$ cat src/rtl/lpif_asym2_half_slave_rx_sync.sv
// ---------------------------------------------------------------------------
// lpif_asym2_half_slave_rx_sync
//
// Slave-end receive synchroniser for the x16 asym2 half-rate LPIF link.
// It watches the strobe and marker userbits recovered from the rx PHY words.
// The link is qualified by a holdoff followed by a strobe-spacing lock check.
// Once locked, it raises rx_online_delay, which gates the upstream data path.
// Loss of strobe alignment drops the link back to hunting.
//
// Ports:
//   clk_wr           in   single clock
//   rst_wr_n         in   asynchronous active-low reset
//   rx_online        in   PHY receive path ready
//   rx_stb_userbit   in   strobe bit from rx PHY word
//   rx_mrk_userbit   in   marker bits from rx PHY word (MARKER_WIDTH)
//   delay_x_value    in   holdoff cycles after rx_online rises (16)
//   stb_period       in   expected strobe spacing, 0 treated as 1 (8)
//   rx_online_delay  out  qualified link-up (rx_locked & rx_online)
//   rx_locked        out  strobe lock achieved (state RUN)
//   stb_err_count    out  saturating count of violations seen in RUN (8)
//   debug_status     out  {state[2:0], rx_locked, stb_err_count, 20'b0}
// ---------------------------------------------------------------------------
module lpif_asym2_half_slave_rx_sync #(
  parameter int MARKER_WIDTH = 2,
  parameter int LOCK_COUNT   = 4,
  parameter int LOSS_COUNT   = 2
) (
  input  logic                    clk_wr,
  input  logic                    rst_wr_n,
  input  logic                    rx_online,
  input  logic                    rx_stb_userbit,
  input  logic [MARKER_WIDTH-1:0] rx_mrk_userbit,
  input  logic [15:0]             delay_x_value,
  input  logic [7:0]              stb_period,
  output logic                    rx_online_delay,
  output logic                    rx_locked,
  output logic [7:0]              stb_err_count,
  output logic [31:0]             debug_status
);

  typedef enum logic [2:0] {
    ST_IDLE    = 3'd0,
    ST_HOLDOFF = 3'd1,
    ST_HUNT    = 3'd2,
    ST_LOCK    = 3'd3,
    ST_RUN     = 3'd4
  } state_t;

  // Valid marker: MSB set, every other bit clear.
  localparam logic [MARKER_WIDTH-1:0] MRK_EXP = MARKER_WIDTH'(1) << (MARKER_WIDTH - 1);
  localparam logic [7:0] LOCK_CNT8 = 8'(LOCK_COUNT);
  localparam logic [7:0] LOSS_CNT8 = 8'(LOSS_COUNT);

  state_t      r_state;
  logic [15:0] r_hold_cnt;
  logic [8:0]  r_interval;
  logic [7:0]  r_good;
  logic [7:0]  r_bad;
  logic [7:0]  r_err_cnt;
  logic        r_locked;

  state_t      w_state_next;
  logic [15:0] w_hold_next;
  logic [8:0]  w_interval_next;
  logic [7:0]  w_good_next;
  logic [7:0]  w_bad_next;
  logic [7:0]  w_err_next;

  logic [8:0]  w_period;
  logic        w_mrk_ok;
  logic        w_good_stb;
  logic        w_violation;
  logic [7:0]  w_good_inc;
  logic [7:0]  w_bad_inc;
  logic [7:0]  w_err_sat;

  // Interval is one bit wider than the period, so a missing strobe at
  // P=255 is seen at interval 256 instead of wrapping.
  assign w_period    = (stb_period == 8'd0) ? 9'd1 : {1'b0, stb_period};
  assign w_mrk_ok    = (rx_mrk_userbit == MRK_EXP);
  assign w_good_stb  = rx_stb_userbit && (r_interval == w_period) && w_mrk_ok;
  // A strobe that is mistimed or carries a bad marker, or an overdue strobe.
  // The overdue case is flagged once interval has actually reached P+1.
  assign w_violation = (rx_stb_userbit && !((r_interval == w_period) && w_mrk_ok)) ||
                       (!rx_stb_userbit && (r_interval > w_period));
  assign w_good_inc  = r_good + 8'd1;
  assign w_bad_inc   = r_bad + 8'd1;
  assign w_err_sat   = (r_err_cnt == 8'hFF) ? r_err_cnt : r_err_cnt + 8'd1;

  always_comb begin
    w_state_next    = r_state;
    w_hold_next     = r_hold_cnt;
    w_interval_next = r_interval;
    w_good_next     = r_good;
    w_bad_next      = r_bad;
    w_err_next      = r_err_cnt;

    if (!rx_online) begin
      // The error count is deliberately kept across link drops.
      w_state_next    = ST_IDLE;
      w_hold_next     = 16'd0;
      w_interval_next = 9'd0;
      w_good_next     = 8'd0;
      w_bad_next      = 8'd0;
    end else begin
      case (r_state)
        ST_IDLE: begin
          w_state_next = ST_HOLDOFF;
          w_hold_next  = delay_x_value;
        end

        ST_HOLDOFF: begin
          // A zero count leaves on the first HOLDOFF cycle.
          if (r_hold_cnt == 16'd0) begin
            w_state_next = ST_HUNT;
          end else begin
            w_hold_next = r_hold_cnt - 16'd1;
          end
        end

        ST_HUNT: begin
          if (rx_stb_userbit) begin
            w_interval_next = 9'd1;
            w_good_next     = 8'd1;
            w_bad_next      = 8'd0;
            w_state_next    = (LOCK_COUNT == 1) ? ST_RUN : ST_LOCK;
          end
        end

        ST_LOCK: begin
          if (w_good_stb) begin
            w_interval_next = 9'd1;
            w_good_next     = w_good_inc;
            if (w_good_inc >= LOCK_CNT8) begin
              w_state_next = ST_RUN;
              w_bad_next   = 8'd0;
            end
          end else if (w_violation) begin
            // The violating strobe is consumed here; HUNT waits for a new one.
            w_state_next    = ST_HUNT;
            w_good_next     = 8'd0;
            w_interval_next = 9'd0;
          end else begin
            w_interval_next = r_interval + 9'd1;
          end
        end

        ST_RUN: begin
          if (w_good_stb) begin
            w_bad_next      = 8'd0;
            w_interval_next = 9'd1;
          end else if (w_violation) begin
            w_interval_next = 9'd1;
            w_err_next      = w_err_sat;
            if (w_bad_inc >= LOSS_CNT8) begin
              w_state_next = ST_HUNT;
              w_good_next  = 8'd0;
              w_bad_next   = 8'd0;
            end else begin
              w_bad_next = w_bad_inc;
            end
          end else begin
            w_interval_next = r_interval + 9'd1;
          end
        end

        default: begin
          w_state_next    = ST_IDLE;
          w_hold_next     = 16'd0;
          w_interval_next = 9'd0;
          w_good_next     = 8'd0;
          w_bad_next      = 8'd0;
        end
      endcase
    end
  end

  always_ff @(posedge clk_wr or negedge rst_wr_n) begin
    if (!rst_wr_n) begin
      r_state    <= ST_IDLE;
      r_hold_cnt <= 16'd0;
      r_interval <= 9'd0;
      r_good     <= 8'd0;
      r_bad      <= 8'd0;
      r_err_cnt  <= 8'd0;
      r_locked   <= 1'b0;
    end else begin
      r_state    <= w_state_next;
      r_hold_cnt <= w_hold_next;
      r_interval <= w_interval_next;
      r_good     <= w_good_next;
      r_bad      <= w_bad_next;
      r_err_cnt  <= w_err_next;
      r_locked   <= (w_state_next == ST_RUN);
    end
  end

  // Combinational AND so the upstream path closes in the same cycle rx_online drops.
  assign rx_online_delay = r_locked & rx_online;
  assign rx_locked       = r_locked;
  assign stb_err_count   = r_err_cnt;
  assign debug_status    = {r_state, r_locked, r_err_cnt, 20'd0};

endmodule

$ cat config.mk
export PLATFORM = sky130hd
export DESIGN_NAME = lpif_asym2_half_slave_rx_sync
export DESIGN_NICKNAME = d
export VERILOG_FILES = /design/src/rtl/lpif_asym2_half_slave_rx_sync.sv
export SDC_FILE = /design/constraint.sdc
export NUM_CORES = 1
export LEC_CHECK = 0
export ABC_CLOCK_PERIOD_IN_PS = 3500
export CAP_MARGIN = 0
export CORE_ASPECT_RATIO = 1.1
export CORE_MARGIN = 2
export CORE_UTILIZATION = 53
export CTS_CLUSTER_DIAMETER = 200
export DETAILED_ROUTE_END_ITERATION = 10
export PLACE_DENSITY = 0.89
export REMOVE_ABC_BUFFERS = 1
export SETUP_SLACK_MARGIN = 0.1
export SYNTH_ARGS = -nofsm -noshare
export SYNTH_HDL_FRONTEND = slang
export SYNTH_SLANG_ARGS = --single-unit
export TNS_END_PERCENT = 20
$ cat constraint.sdc
create_clock -name clk_wr -period 3.5 [get_ports clk_wr]
set_input_delay 0.875 -clock clk_wr [delete_from_list [all_inputs] [get_ports clk_wr]]
set_output_delay 0.875 -clock clk_wr [all_outputs]
set_load 0.1 [all_outputs]
# Yosys cells after proc, flatten, opt, wreduce, memory -nomap -nowiden
# Index checks and enable logic that the tools add are counted.
# classes
n_reduce_logical,18
n_eq_ne,19
muxes,37
add_sub_neg,5
n_lt_le_gt_ge,3
bitwise_logic,3
# ops
operator,n
2-to-1 mux 8 bit,15
case mux 8 bit (4 select lines),2
2-to-1 mux 9 bit,6
case mux 16 bit (3 select lines),1
case mux 9 bit (4 select lines),1
2-to-1 mux 16 bit,2
2-to-1 mux 3 bit,9
"adder 8 x 1 -> 8 bit, second input constant",3
"!= test 3 bit, second input constant",7
logical NOT 16 bit,1
"subtractor 16 x 1 -> 16 bit, second input constant",1
case mux 3 bit (5 select lines),1
AND reduction 5 bit,2
"adder 9 x 1 -> 9 bit, second input constant",1
== test 9 x 8 -> 1 bit,1
> comparator 9 x 8 -> 1 bit,1
"== test 8 bit, second input constant",1
">= comparator 8 x 2 -> 1 bit, second input constant",1
">= comparator 8 x 3 -> 1 bit, second input constant",1
logical NOT 8 bit,1
"!= test 4 bit, second input constant",2
"== test 3 x 2 -> 1 bit, second input constant",2
"== test 3 bit, second input constant",2
AND reduction 6 bit,1
other kinds (12),20
# word_totals
ff_bits,53
output_inout_bits,42
in_bits,30
word_cells,92

# Depth between registers and ports, before layout
# depth
depth_word,12
mapped_depth,11
ltp_nobuf,9

# Worst setup path after synthesis
# OpenSTA, ideal clock, no wires.
# synth_path
path_kind,input-to-output
startpoint,input rx_online
endpoint,output rx_online_delay
arrival_ns,2.439
setup_slack_ns,0.186
cell_stages,4
required_time_ns,2.625
cell_sequence,clkbuf_1 -> clkbuf_1 -> clkbuf_1 -> and2_1
# synth_via
elab_chain_len,1
# synth_lines
element,line,source
start: declaration,30,"input logic rx_online,"
AND 1 bit,199,assign rx_online_delay = r_locked & rx_online;
end: declaration,35,"output logic rx_online_delay,"
# Every way passes these cells.

# Worst setup path in the final report
# layout_path
startpoint,input stb_period[5]
endpoint,register r_bad[2]
# layout_via
elab_chain_len,9
elab_cells_between_ends,17
# layout_lines
element,line,source
start: declaration,34,"input logic [7:0] stb_period,"
logical NOT 8 bit,79,"assign w_period = (stb_period == 8'd0) ? 9'd1 : {1'b0, stb_period};"
2-to-1 mux 8 bit *,79,
"parallel branches: the longest is 7 deep, another holds > comparator 9 x 8 -> 1 bit",-,
end signal: assignment,192,r_bad <= w_bad_next;
end: declaration,58,logic [7:0] r_bad;
# Mark *: on every way between the ends.
# A chain may end at the register's enable or synchronous reset.

==> metrics.log <==
[metrics] number of instances in the synthesized netlist: ~430
[metrics] data arrival time of the critical path: 3.50 ns
[metrics] hold bufs inserted after CTS: 0
[metrics] Hold Path Origin: r_hold_cnt[6]$_DFFE_PN0P_
[metrics] global-route wire length before repair: about 14000 um
[metrics] worst setup slack for register-to-register paths: about 0.67 ns
[metrics] utilization after layout: between 60% and 70%
[metrics] violation count after the first detailed-routing iteration: 240
[metrics] global-route total usage across every layer: between 20% and 30%
[metrics] most common cell after layout, fill and taps aside: sky130_fd_sc_hd__dfrtp_1
[metrics] CTS tree: yes
[metrics] Post-Route Skew: between 0.015 and 0.02 ns
[metrics] CTS Buf Count: 5
[metrics] number of cell instances on the worst register-to-register path: 8
[metrics] master cell of the clock root buffer: sky130_fd_sc_hd__clkbuf_8
[metrics] DP Worst Slack: -0.130 ns
[metrics] critical path launch point type: primary input
[metrics] Switching Power: just under 500 uW
[metrics] PD cells: approximately 320 mW/mm2
[metrics] most heavily used metal layer in global routing: met2
[metrics] minimum period implied by the final worst setup slack: roughly 3.3 ns
[metrics] number of sinks on the clock net: 53
[metrics] hold path cells: 2
[metrics] Gate power share: between 20% and 30%
[metrics] Leak Pwr: between 0.0015 and 0.002 uW
[metrics] post-synthesis area per instance: between 8 and 9 um2
[metrics] Worst path slowest cell: sky130_fd_sc_hd__or4_1
[metrics] placed wire-length estimate after detailed placement: about 6300 um
[metrics] sequential area share after synthesis: between 30% and 40%
[metrics] count of nets left with antenna violations after detail routing: 0
[metrics] portion of the clock cycle consumed by the worst path in the final layout: a little over nine tenths
[metrics] total core area: just under 0.007 mm2
[metrics] headroom to the max-slew limit: about half
[metrics] netlist area before placement: between 0.003 and 0.004 mm2
[metrics] Unique masters post-synth: 69
[metrics] Final Max Tran Viols: 0
[metrics] portion of total power attributed to sequential cells: 47.8%
[metrics] iteration count of the initial detailed-routing pass: 5
[metrics] launch point of the critical path: stb_period[5]
[metrics] met2 capacity usage during global routing: 37.5%
[metrics] worst min-delay path class: flip-flop to flip-flop
[metrics] number of flops mapped to enable cells by yosys: 0
[metrics] drc violations: 0
[metrics] Die Ht: ~92 um
[metrics] Final setup viols: 0
[metrics] endpoint kind of the worst setup timing path: flip-flop
[metrics] Ant. Diodes: 0
[metrics] internal portion of total power: ~900 uW
[metrics] worst setup slack after layout: 0.208 ns
[metrics] GR Util met1: between 20% and 30%
[metrics] non-filler cells in the finished layout: roughly 560
[metrics] cell-by-cell listing of the critical path: clkdlybuf4s50_1, nor4_1, a41o_1, ha_1, inv_1, or4_1, and2_1, a221oi_4, buf_4, nor2_1
[metrics] outcome: complete, no violations
[metrics] post-layout total power: roughly 1400 uW
[metrics] worst flop-to-flop path startpoint: r_hold_cnt[0]$_DFFE_PN0P_
[metrics] switching share of power: a little over a third
[metrics] Max IR drop VDD: 0.185 mV
[metrics] total of max-cap violations: 0
[metrics] number of cell rows: 32
[metrics] area of the die: 0.00770 mm2
[metrics] initial cell density of the core: ~54%
[metrics] RD Place Congestion: about 0.86
[metrics] peak fanout along the critical path: 7
[metrics] post-detailed-route wirelength per cell: ~15 um
[metrics] clock transition at the registers of the reported paths: about 0.11 ns
[metrics] initial antenna violation count: 0
[metrics] number of cells after detailed placement: ~550
[metrics] relative area change from synthesis to final layout: 15.4%
[metrics] maximum frequency from static timing analysis: approximately 300 MHz
[metrics] worst slew pin tran: around 0.76 ns
[metrics] pin count of the biggest net entering global routing: 31
[metrics] maximum buffer depth of the clock tree: 2
[metrics] share of post-route cells with drive strength above 1: about 13%
[metrics] vias in the first global route: between 3000 and 4000
[metrics] die boundary width: roughly 84 um
[metrics] met3 capacity usage during global routing: about 3.4%
[metrics] average via count per standard cell: ~6.0
[metrics] most frequent cells in the layout: 53 x sky130_fd_sc_hd__dfrtp_1, 50 x sky130_fd_sc_hd__nand2_1, 34 x sky130_fd_sc_hd__buf_4
[metrics] final hold slack: about 0.51 ns
[metrics] Layout Nets: 521
[metrics] number of port buffers: 51
[metrics] total overflow reported by the global router: 0
[metrics] H-tree lvl count: 2
[metrics] dominant synthesized flop cell: sky130_fd_sc_hd__dfrtp_1
[metrics] portion of total power attributed to the clock network: about a quarter
[metrics] fraction of registers with async set/reset: 100%
[metrics] Clk Latency, worst-skew pair: 0.31 ns
[metrics] category of the critical setup timing path: primary input to flip-flop
[metrics] count of vias placed by the detailed router: 3354
[metrics] setup repair after global routing missed its margin: no
[metrics] Routed WL: ~8400 um
[metrics] final hold violation count: 0
[metrics] count of state elements after synthesis: 53
[metrics] I/O pins: 72
[metrics] worst stage delay on the critical path: 0.63 ns
[metrics] count of warnings emitted by yosys: 0
[metrics] Critical Path RT: between 3 and 4 ns
-- kinds of logic (layout without fill, tap and decap cells) --
kind of cell | Yosys count | after routing | share of synthesized area (%)
AOI/OAI and AO/OA | 115 | 115 | 21.8
xor gates and xnor gates | 12 | 12 | 2.83
adders and majority gates | 15 | 15 | 5.05
buffers and inverters | 63 | 92 | 9.69
DFF | 53 | 53 | 35.7
muxes | 4 | 4 | 1.21
other | 1 | 20 | 0.101
and+or+nand+nor | 166 | 166 | 23.6
-- power by group through the flow --
stage,combinational (uW),clock [uW],sequential [uW]
global placement,373,0,674
global route,414,379,669
finish,384,343,666
floorplan,260,0,684
detailed placement,381,0,676
CTS,382,354,664
-- synth_stat cells, types with 10 or more instances --
cell type,n,area share (%)
sky130_fd_sc_hd__clkbuf_1,10,1.0
sky130_fd_sc_hd__nand2_1,50,5.0
sky130_fd_sc_hd__o21ai_1,10,1.3
sky130_fd_sc_hd__ha_1,15,5.0
sky130_fd_sc_hd__inv_1,18,1.8
sky130_fd_sc_hd__nand3_1,13,1.8
sky130_fd_sc_hd__nor2_1,31,3.1
sky130_fd_sc_hd__o21ai_0,22,3.0
sky130_fd_sc_hd__buf_4,30,6.1
sky130_fd_sc_hd__dfrtp_1,53,36
sky130_fd_sc_hd__a21oi_1,19,2.6
sky130_fd_sc_hd__a31oi_1,10,1.7
-- per-layer routing --
| layer | share of wire [%] | vias to the layer above |
|---|---|---|
| met3 | 6.6 | 22 |
| met2 | 48 | 139 |
| li1 | - | 1608 |
| met1 | 43 | 1585 |
| met5 | 0 | - |
| met4 | 2.0 | 0 |
-- path summary, 6_finish.rpt --
path	end
worst min register to register	r_hold_cnt[6]$_DFFE_PN0P_
worst max register to register	r_hold_cnt[15]$_DFFE_PN0P_
min in group asynchronous	r_state[1]$_DFF_PN0_
max in group asynchronous	stb_err_count[6]$_DFFE_PN0P_
worst max-delay path	r_bad[2]$_DFFE_PN0P_
worst min-delay path	r_hold_cnt[6]$_DFFE_PN0P_
-- flip-flops by register name, summed over array words and instances (netlist names) --
signal,count
r_interval,9
r_good,8
stb_err_count,8
r_state,3
r_bad,8
r_hold_cnt,16
rx_locked,1
-- critical path, delay by kind of cell --
| kind | cells | cell delay, ns |
|---|---|---|
| adder cells (fa/ha/maj) | 1 | 0.12 |
| buffers and inverters | 3 | 0.69 |
| AO/OA/AOI/OAI | 2 | 0.51 |
| AND/OR/NAND/NOR | 4 | 1.29 |
-- final cells by class --
| type | instances | area (um2) |
|---|---|---|
| clock buffer | 6 | 72.6 |
| clock inverter | 2 | 15.0 |
| fill | 586 | 2600 |
| inverter | 18 | 67.6 |
| multi-input combinational | 332 | 2100 |
| sequential | 53 | 1330 |
| tap | 85 | 106 |
| timing repair buffer | 66 | 601 |
-- per-stage QoR --
step,instance area [um2],setup TNS [ns]
after global routing,4290,0
final,4290,0
after floorplan,3500,0
after global placement,4200,-0.487
after CTS,4290,0
after detailed placement,4200,-1.90
-- timing repair --
| item | CTS | global route |
|---|---|---|
| gates resized for setup | 0 | 1 |
| setup buffers | 0 | 0 |
| endpoints found under the setup margin | 0 | 1 |
Power figures use the tool's default switching activity.
